`src/rtl/muldiv_unit.sv`:
```
// Iterative radix-2 multiply/divide unit for the HI/LO path: WIDTH shift-add or
// restoring shift-subtract steps, then a sign-fix cycle, under a start/busy/done handshake.
module muldiv_unit #(
  parameter int WIDTH = 32,
  parameter int CNT_W = 6
) (
  input  logic             clk,
  input  logic             reset,
  input  logic             start,
  input  logic [1:0]       op,
  input  logic [WIDTH-1:0] a,
  input  logic [WIDTH-1:0] b,
  output logic             busy,
  output logic             done,
  output logic [WIDTH-1:0] hi,
  output logic [WIDTH-1:0] lo,
  output logic             div_zero,
  output logic [1:0]       dbg_state
);

  // Handshake: start is sampled only in IDLE; busy is high from the accepting edge
  // through the FIX edge; done pulses one cycle with hi/lo/div_zero valid and busy low.
  typedef enum logic [1:0] {IDLE = 2'd0, CALC = 2'd1, FIX = 2'd2} state_t;

  localparam logic [CNT_W-1:0] LAST_STEP = CNT_W'(WIDTH - 1);

  state_t             state_q, state_d;
  logic [CNT_W-1:0]   cnt_q, cnt_d;
  logic [2*WIDTH-1:0] acc_q, acc_d;
  logic [WIDTH-1:0]   opnd_q, opnd_d;
  logic [WIDTH-1:0]   hi_q, hi_d, lo_q, lo_d;
  logic               is_div_q, is_div_d;
  logic               neg_lo_q, neg_lo_d;
  logic               neg_hi_q, neg_hi_d;
  logic               done_q, done_d;
  logic               dz_q, dz_d;

  logic               sign_a, sign_b;
  logic [WIDTH-1:0]   a_mag, b_mag;
  logic [WIDTH:0]     mul_sum;
  logic [WIDTH:0]     rem_sh, div_trial;
  logic [2*WIDTH-1:0] prod_fix;
  logic [WIDTH-1:0]   quot, rem;

  // A W-bit unsigned magnitude already holds |MIN| = 2^(W-1), so negating MIN is exact.
  assign sign_a = ~op[0] & a[WIDTH-1];
  assign sign_b = ~op[0] & b[WIDTH-1];
  assign a_mag  = sign_a ? (~a + WIDTH'(1)) : a;
  assign b_mag  = sign_b ? (~b + WIDTH'(1)) : b;

  assign mul_sum   = {1'b0, acc_q[2*WIDTH-1:WIDTH]} + {1'b0, (acc_q[0] ? opnd_q : '0)};
  assign rem_sh    = acc_q[2*WIDTH-1:WIDTH-1];
  assign div_trial = rem_sh - {1'b0, opnd_q};
  assign prod_fix  = neg_lo_q ? (~acc_q + (2*WIDTH)'(1)) : acc_q;
  assign quot      = neg_lo_q ? (~acc_q[WIDTH-1:0] + WIDTH'(1)) : acc_q[WIDTH-1:0];
  assign rem       = neg_hi_q ? (~acc_q[2*WIDTH-1:WIDTH] + WIDTH'(1)) : acc_q[2*WIDTH-1:WIDTH];

  always_comb begin
    state_d  = state_q;
    cnt_d    = cnt_q;
    acc_d    = acc_q;
    opnd_d   = opnd_q;
    hi_d     = hi_q;
    lo_d     = lo_q;
    is_div_d = is_div_q;
    neg_lo_d = neg_lo_q;
    neg_hi_d = neg_hi_q;
    done_d   = 1'b0;
    dz_d     = 1'b0;
    unique case (state_q)
      IDLE: begin
        if (start) begin
          if (op[1] && (b == '0)) begin
            done_d = 1'b1;
            dz_d   = 1'b1;
          end else begin
            is_div_d = op[1];
            neg_lo_d = sign_a ^ sign_b;
            neg_hi_d = op[1] & sign_a;
            acc_d    = op[1] ? {{WIDTH{1'b0}}, a_mag} : {{WIDTH{1'b0}}, b_mag};
            opnd_d   = op[1] ? b_mag : a_mag;
            cnt_d    = '0;
            state_d  = CALC;
          end
        end
      end
      CALC: begin
        if (is_div_q) begin
          // Restoring step: remainder in the upper half, quotient bits shift into the lower.
          if (!div_trial[WIDTH]) acc_d = {div_trial[WIDTH-1:0], acc_q[WIDTH-2:0], 1'b1};
          else                   acc_d = {rem_sh[WIDTH-1:0], acc_q[WIDTH-2:0], 1'b0};
        end else begin
          acc_d = {mul_sum, acc_q[WIDTH-1:1]};
        end
        cnt_d = cnt_q + CNT_W'(1);
        if (cnt_q == LAST_STEP) state_d = FIX;
      end
      FIX: begin
        if (is_div_q) begin
          hi_d = rem;
          lo_d = quot;
        end else begin
          hi_d = prod_fix[2*WIDTH-1:WIDTH];
          lo_d = prod_fix[WIDTH-1:0];
        end
        done_d  = 1'b1;
        state_d = IDLE;
      end
      default: state_d = IDLE;
    endcase
  end

  always_ff @(posedge clk) begin
    if (reset) begin
      state_q  <= IDLE;
      cnt_q    <= '0;
      acc_q    <= '0;
      opnd_q   <= '0;
      hi_q     <= '0;
      lo_q     <= '0;
      is_div_q <= 1'b0;
      neg_lo_q <= 1'b0;
      neg_hi_q <= 1'b0;
      done_q   <= 1'b0;
      dz_q     <= 1'b0;
    end else begin
      state_q  <= state_d;
      cnt_q    <= cnt_d;
      acc_q    <= acc_d;
      opnd_q   <= opnd_d;
      hi_q     <= hi_d;
      lo_q     <= lo_d;
      is_div_q <= is_div_d;
      neg_lo_q <= neg_lo_d;
      neg_hi_q <= neg_hi_d;
      done_q   <= done_d;
      dz_q     <= dz_d;
    end
  end

  assign busy      = (state_q != IDLE);
  assign done      = done_q;
  assign div_zero  = dz_q;
  assign hi        = hi_q;
  assign lo        = lo_q;
  assign dbg_state = state_q;

endmodule

```
`config.mk`:
```
export PLATFORM = sky130hd
export DESIGN_NAME = muldiv_unit
export DESIGN_NICKNAME = d
export VERILOG_FILES = /design/src/rtl/muldiv_unit.sv
export SDC_FILE = /design/constraint.sdc
export NUM_CORES = 1
export LEC_CHECK = 0
export ABC_AREA = 1
export CAP_MARGIN = 20
export CORE_AREA = 2 2 181 183
export CTS_CLUSTER_DIAMETER = 150
export DETAILED_ROUTE_END_ITERATION = 8
export DIE_AREA = 0 0 183 185
export PLACE_DENSITY = 0.74
export RECOVER_POWER = 25
export SLEW_MARGIN = 10
export SYNTH_ARGS = -nofsm -noshare
export SYNTH_HDL_FRONTEND = slang
export SYNTH_SLANG_ARGS = --single-unit
```
`constraint.sdc`:
```
create_clock -name clk -period 7.11 [get_ports clk]
set_input_delay 0.711 -clock clk [delete_from_list [all_inputs] [get_ports clk]]
set_output_delay 0.711 -clock clk [all_outputs]
set_load 0.02 [all_outputs]
```
# Word-level counts from Yosys, hierarchy flattened

Index checks and enable logic that the tools add are counted.
Widths: inputs -> output; s select.

Add/sub/neg operators: 8
Multipliers: 0
Divide/modulo/power cells: 0
$lt $le $gt $ge: 0
Equality and inequality tests: 6
Shifts and indexed selects: 0
Muxes and demuxes: 25
Bitwise operators: 12
Reductions and logical operators: 9

Operators with widths:

| kind                  | count |
|---|---|
| $mux 64               | 5 |
| $mux 32               | 9 |
| $add 32x1->32 const B | 4 |
| $not 32->32           | 4 |
| $pmux 64 s2           | 1 |
| $add 64x1->64 const B | 1 |
| $not 64->64           | 1 |
| $add 32x32->33        | 1 |
| $sub 33x32->33        | 1 |
| $logic_not 32->1      | 1 |
| $mux 6                | 2 |
| $pmux 6 s2            | 1 |
| $reduce_and 3->1      | 3 |
| $add 6x1->6 const B   | 1 |
| $eq 6x5->1 const B    | 1 |
| $mux 2                | 3 |
| $ne 2x2->1 const B    | 3 |
| $pmux 2 s2            | 1 |
| $reduce_bool 2->1     | 2 |
| $and 1x1->1           | 3 |
| $not 1->1             | 3 |
| $eq 2x1->1 const B    | 1 |
| $eq 2x2->1 const B    | 1 |
| $logic_not 2->1       | 1 |
| other kinds (5)       | 6 |

Register bits after elaboration: 173
Latch bits: 0
Bits in writable memories: 0
Bits in read-only memories: 0
Input bits: 69
Word-level logic and storage cells: 71
Memories: 0

# Logic depth before layout (Yosys ltp)

Gate-level depths: netlist of run 1.

Depth in word-level cells: 7
Depth in mapped cells: 20
Gate-level depth less buffers: 19

# Worst setup path after synthesis of run 1

No wires, ideal clock.

Path kind: reg2reg
Start point: register acc_q[31]
End point: register acc_q[54]
Library setup time: 113 ps
Arrival: 2279 ps
Setup slack: 4717 ps
Cell stages (with the launch flop): 20
Cells stage by stage: dfxtp_1 > inv_1 > ha_1 > fa_1 > inv_1 > nand2_1 > nand2_1 > nand3_1 > nand2_1 > nand2_1 > nand2_2 > nand2_2 > nand3_2 > nand2_4 > buf_8 > buf_8 > nand3_1 > nand3_1 > nand3_1 > nand2_1

Longest elaborated chain between the ends: 4

RTL lines:

| item                     | RTL line | text |
|---|---|---|
| start: declaration       | 29       | `logic [2*WIDTH-1:0] acc_q, acc_d;` |
| start signal: assignment | 117      | `acc_q <= '0;` |
| start signal: assignment | 129      | `acc_q <= acc_d;` |
| $sub 33x32->33           | 53       | `assign div_trial = rem_sh - {1'b0, opnd_q};` |
| $mux 64                  | 90       | `if (!div_trial[WIDTH]) acc_d = {div_trial[WIDTH-1:0], acc_q[WIDTH-2:0], 1'b1};` |
| $mux 64                  | 88       | `if (is_div_q) begin` |
| $pmux 64 s2              | 70       | `unique case (state_q)` |

Every way passes these cells.
A chain may end at the register's enable or synchronous reset.

# Worst setup path in the final report of run 1

Start point: register neg_lo_q
End point: register hi_q[29] (netlist: hi[29])

Longest elaborated chain between the ends: 2

RTL lines:

| item                     | RTL line | text |
|---|---|---|
| start: declaration       | 33       | `logic neg_lo_q, neg_lo_d;` |
| start signal: assignment | 134      | `neg_lo_q <= neg_lo_d;` |
| $mux 64                  | 54       | `assign prod_fix = neg_lo_q ? (~acc_q + (2*WIDTH)'(1)) : acc_q;` |
| $mux 32                  | 99       | `if (is_div_q) begin` |
| end signal: assignment   | 131      | `hi_q <= hi_d;` |
| end: declaration         | 31       | `logic [WIDTH-1:0] hi_q, hi_d, lo_q, lo_d;` |

Every way passes these cells.

==> results of run 1 <==
[logic make-up (layout without fill, tap and decap cells)]
kind of cell    after synthesis  count (layout)
simple gates               1621            1621
buf+inv                     560             622
compound gates              559             559
flops                       173             173
xor+xnor                    107             107
fa+ha+maj                    71              71
[Yosys cell counts (23+ instances only)]
cell      instances  area (um^2)
o21ai_0         220         1100
o211ai_1         38          285
nand3_1         295         1480
nor2_1          360         1350
nand4_1          27          169
clkbuf_1         81          304
dfxtp_1         173         3460
a21oi_1         238         1190
xor2_1           92          806
nand2_1         836         3140
buf_1            23         86.3
ha_1             69          863
nor3_1           40          200
inv_1           425         1600
[layer usage]
metal	up-vias	global-route usage, %	part of all wire, %
met5	-	0	0
met1	9482	50.4	41
met3	198	6.55	9.2
met4	0	19.5	5.3
li1	10066	-	-
met2	1106	62.7	44
[critical path: stages (launching register included)]
cell      delay [ns]
dfxtp_1         0.31
clkbuf_1        1.69
inv_1           1.15
nor2_1          0.44
nor2_1          0.09
nand2_1         0.20
nor2_1          0.08
o21ai_0         0.08
nand2_1         0.15
nand2_1         0.09
nand2_1         0.05
o21ai_0         0.16
inv_1           0.05
[power by group through the flow]
| stage | Sequential (mW) | Combinational (mW) | Clock, mW |
|---|---|---|---|
| floorplan | 1.08 | 0.974 | 0 |
| global placement | 1.12 | 1.33 | 0 |
| detailed placement | 1.12 | 1.34 | 0 |
| CTS | 1.10 | 1.35 | 0.967 |
| global route | 1.10 | 1.54 | 1.00 |
| finish | 1.10 | 1.39 | 0.966 |
[path summary, 6_finish.rpt]
check | from | end | slack [ns] | cells after the start
worst max-delay path | neg_lo_q | hi[29] | 2.46 | 12
worst min register to register | cnt_q[3] | cnt_q[3] | 0.47 | 2
worst min-delay path | cnt_q[3] | cnt_q[3] | 0.47 | 2
worst max register to register | neg_lo_q | hi[29] | 2.46 | 12
[state kept, by name, indices dropped and copies added, names as in the netlist]
| signal | count |
|---|---|
| cnt_q | 6 |
| hi | 32 |
| neg_lo_q | 1 |
| dbg_state | 2 |
| lo | 32 |
| neg_hi_q | 1 |
| div_zero | 1 |
| done | 1 |
| is_div_q | 1 |
| opnd_q | 32 |
| acc_q | 64 |
[stage by stage]
stage                     std cells  setup WS, ns  area (um^2)  util [%]
after floorplan                3091          4.72        17300         -
after global placement         3528          3.36        18800      58.7
after detailed placement       3528          3.22        18800      58.7
after CTS                      3560          3.65        19400      60.5
after global routing           3561          2.29        19400      60.5
final                          3561          2.46        19400      60.5
[final cells by class]
class                      count  area [um^2]  share of cell area (%)
timing repair buffer         155         1500                    7.73
inverter                     435         1630                    8.42
multi-input combinational   2358        11700                    60.3
tap                          408          510                    2.63
clock inverter                13          136                   0.703
sequential                   173         3460                    17.9
clock buffer                  19          453                    2.34
==> flow_metrics.tcl, run 1 <==
set metrics [dict create \
    status "finished with violations" \
    violations "capacitance limit, slew limit" \
    finalPower_mw 3.46 \
    rows 66 \
    p_leak_nw 9.43 \
    synth-simple-area-share_pct 39.2 \
    vias 20852 \
    io_pins 138 \
    rsz0062_at_grt "no" \
    clkPwrFrac_pct 27.9 \
    required_ns 7.46 \
    cts_tree "yes" \
    drt_wl_total_um 66800 \
    syn_to_final_growth_pct 12.1 \
    diodes 0 \
    arrival_ns 4.99 \
    vias_per_cell 5.86 \
    cts_setup_buffers 0 \
    die_h_um 185 \
    synth_top_family_by_area "simple AND/OR/NAND/NOR gates" \
    synth-async-reset-ratio_pct 0 \
    min_path_type "flop to flop" \
    hold_ws_ns 0.474 \
    first_pass_iters 8 \
    chipWidth_um 183 \
    ant_nets 0 \
    layout_common_cells "836 x nand2_1, 424 x inv_1, 357 x nor2_1" \
    cts_max_path_buffers 2 \
    antenna_found_initial 0 \
    seqPwrFrac_pct 31.8 \
    finalSetupViolCount 0 \
    drive_gt1_share_pct 3.39 \
    ys_seq_area_share_pct 20.0 \
    synth_flop_cell "dfxtp_1" \
    slew_violations 94 \
    final-hold-violation-count 0 \
    synth_cells 3091 \
    postSynthAreaPerCell_um2 5.60 \
    start_kind "flop" \
    ctsRootBufferMaster "clkbuf_16" \
    clk_latency_ns 0.45 \
    switching_share_pct 44.3 \
    critPathMaxFanout 50 \
    internal_power_mw 1.93 \
    fmax_mhz 215 \
    synth_cell_types 48 \
    fill_cells 3288 \
    path_clk_slew_ns 0.07 \
    cts_buffers 17 \
    synth_xor_area_share_pct 5.41 \
    synth-edff-count 0 \
    final.setup_skew_ns 0.0119 \
    grt_max_degree 77 \
    tns_ns 0 \
    hold_buffers 0 \
    io_buffers 137 \
    yosysWarnings 0 \
    nNetsFinal 3280 \
    syn_area_um2 17300 \
    synth_fa_ha_area_share_pct 5.22 \
    cts_resized 0 \
    grt_pass1_vias 18946 \
    relSlewSlack_pct -58.4 \
    clkSinkCount 173 \
    place.gp.congestion 1.10 \
    synth.area.mux_share_pct 0 \
    grt_pass1_wl_um 103000 \
    dpl.hpwl_um 52200 \
    fin_crit_ns 4.65 \
    start_util_pct 54.0 \
    drtIter0Drc 2358 \
    crit_type "flop to flop" \
    power_per_cell_area_nw_per_um2 178 \
    wl_per_cell_um 18.7 \
    worst_pin_slew_ns 2.38 \
    die_area_um2 33900 \
    syn-num-nets 3231 \
    final_common_cell "nand2_1" \
    grtUsageTotal_pct 38.9 \
    synth_compound_gate_area_share_pct 17.7 \
    h-tree-depth 4 \
    drcViolationCount 0 \
    grt-ovfl-total 0 \
    switching_power_mw 1.53 \
    coreArea_um2 32000 \
    fin_crit_sh_pct 65.3 \
    critPathCaptureType "flop" \
    combPwrFrac_pct 40.3 \
    ys_ff_latch 173 \
    cap_violations 2 \
    peakVddDrop_mv 0.162 \
]
No activity file was read; power rests on OpenSTA's default activity.
==> run 2, diff against run 1 <==
Settings changed: PLACE_DENSITY 0.74 to 0.77.
Clock period 7.11 ns to 3.8 ns, I/O delays scaled along.
==> run 2 against run 1 <==
Effect of this change:
- the run still ends with capacitance limit, slew limit left
- utilization up 0.82 points
- largest cell class unchanged
- global-route usage up 0.75 points
- cell area up 1.3%
==> flow_metrics.tcl, run 2 (synthesis gave the netlist of run 1 again) <==
set metrics [dict create \
    dpl.cell_count 3555 \
    vias 20965 \
    layout_common_cells "836 x nand2_1, 423 x inv_1, 358 x nor2_1" \
    final_common_cell "nand2_1" \
    drtIter0Drc 2311 \
    combPwrFrac_pct 40.0 \
    final-hold-violation-count 0 \
    tns_ns 0 \
    peakVddDrop_mv 0.350 \
    critical_path.startpoint "acc_q[31]" \
    grt_pass1_vias 19157 \
    io_pins 138 \
    seqPwrFrac_pct 30.7 \
    finalSetupViolCount 0 \
    h-tree-depth 4 \
    required_ns 4.08 \
    switching_power_mw 2.89 \
    cts_setup_buffers 0 \
    crit_type "flop to flop" \
    holdCritStartpoint "reset" \
    ctsRootBufferMaster "clkbuf_16" \
    fill_cells 3190 \
    path_clk_slew_ns 0.08 \
    clk_latency_ns 0.46 \
    place.gp.congestion 1.02 \
    grt_busiest_layer "met2" \
    fmax_mhz 313 \
    cap_violations 2 \
    cts_resized 0 \
    clkPwrFrac_pct 29.3 \
    clkSinkCount 173 \
    final.setup_skew_ns 0.0137 \
    drive_gt1_share_pct 4.25 \
    grt_pass1_wl_um 104000 \
    power_per_cell_area_nw_per_um2 337 \
    cts_max_path_buffers 2 \
    rsz0062_at_grt "no" \
    use_met2_pct 63.5 \
    syn_to_final_growth_pct 13.6 \
    hold_buffers 0 \
    hold_ws_ns 0.445 \
    layout.cells.non_filler 3587 \
    largest_reg_flops 64 \
    antenna_found_initial 2 \
    diodes 0 \
    cts_buffers 17 \
    drt_wl_total_um 68000 \
    fin_crit_sh_pct 84.0 \
    wl_per_cell_um 19.0 \
    grtUsageMet3_pct 6.51 \
    critPathMaxFanout 23 \
    internal_power_mw 3.74 \
    p_leak_nw 9.61 \
    arrival_ns 3.47 \
    violations "capacitance limit, slew limit" \
    slew_violations 120 \
    coreArea_um2 32000 \
    die_area_um2 33900 \
    dpl_worst_slack_ns 0.721 \
    start_kind "flop" \
    setup_ws_ns 0.609 \
    use_met1_pct 51.5 \
    r2r_start "acc_q[31]" \
    io_buffers 137 \
    grt_max_degree 80 \
    dpl.hpwl_um 53900 \
    switching_share_pct 43.6 \
    fin_crit_ns 3.19 \
    die_h_um 185 \
    ant_nets 0 \
    critPathCaptureType "flop" \
    relSlewSlack_pct -43.0 \
    chipWidth_um 183 \
    start_util_pct 54.0 \
    finalPower_mw 6.63 \
    rows 66 \
    vias_per_cell 5.84 \
    grt-ovfl-total 0 \
    status "finished with violations" \
    regMostFlops "acc_q" \
    drcViolationCount 0 \
    nNetsFinal 3306 \
    multi_input_area_um2 11700 \
    first_pass_iters 6 \
    worst_pin_slew_ns 2.15 \
    min_path_type "primary input to flop" \
    register_area_um2 3460 \
    cts_tree "yes" \
    grtUsageTotal_pct 39.7 \
]
run 2: changes by cell type in the layout (fill, tap and decap cells not counted), moves of 3 or more:
cell,delta
clkinv_8,+3
buf_4,+24
dlygate4sd3_1,+3
inv_6,-5
clkdlybuf4s50_1,-3
run 2: critical path, cell delays in order, from the launching register on:
cell and delay (ns):
dfxtp_1 0.41, inv_1 0.12, ha_1 0.24, fa_1 0.36
inv_1 0.07, nand2_1 0.06, nand2_1 0.10, nand3_1 0.08
nand2_1 0.16, nand2_1 0.09, nand2_2 0.09, nand2_2 0.07
nand2_2 0.08, nand2_4 0.12, nand2_4 0.29, buf_4 0.30
nand2_1 0.07, o21ai_0 0.07, nand2_1 0.06, nand2_1 0.09
a21oi_1 0.06
run 2: path summary, 6_finish.rpt:
| kind | endpoint | slack (ns) | cells past startpoint |
|---|---|---|---|
| setup / recovery | acc_q[32] | 0.61 | 20 |
| hold / removal | hi[24] | 0.45 | 4 |
| setup reg to reg | acc_q[32] | 0.61 | 20 |
| hold reg to reg | cnt_q[5] | 0.48 | 2 |
run 2: cell type report:
cell class,instances,share of cell area (%)
flip-flops and latches,173,17.6
clock inverters,15,1.15
multi-input cells,2358,59.5
repair buffers,181,8.69
inverters,435,8.31
clock buffers,17,2.16
well taps,408,2.60
run 2: power by group through the flow:
stage	Clock [mW]	Combinational, mW	Sequential, mW
finish	1.94	2.65	2.03
global route	2.01	2.90	2.04
CTS	1.95	2.57	2.03
detailed placement	0	2.55	2.07
global placement	0	2.54	2.06
floorplan	0	1.82	2.02
run 2: metal layers:
metal / part of all wire, % / up-vias
li1: - / 10113
met1: 40 / 9464
met2: 44 / 1187
met3: 10 / 197
met4: 5.9 / 4
met5: 0.044 / -
run 2: metrics by stage:
stage | util [%] | cell area [um^2]
2_1_floorplan | - | 17300
6_report | 61.4 | 19700
3_5_place_dp | 59.4 | 19000
4_1_cts | 61.4 | 19700
5_1_grt | 61.4 | 19700
3_3_place_gp | 59.4 | 19000
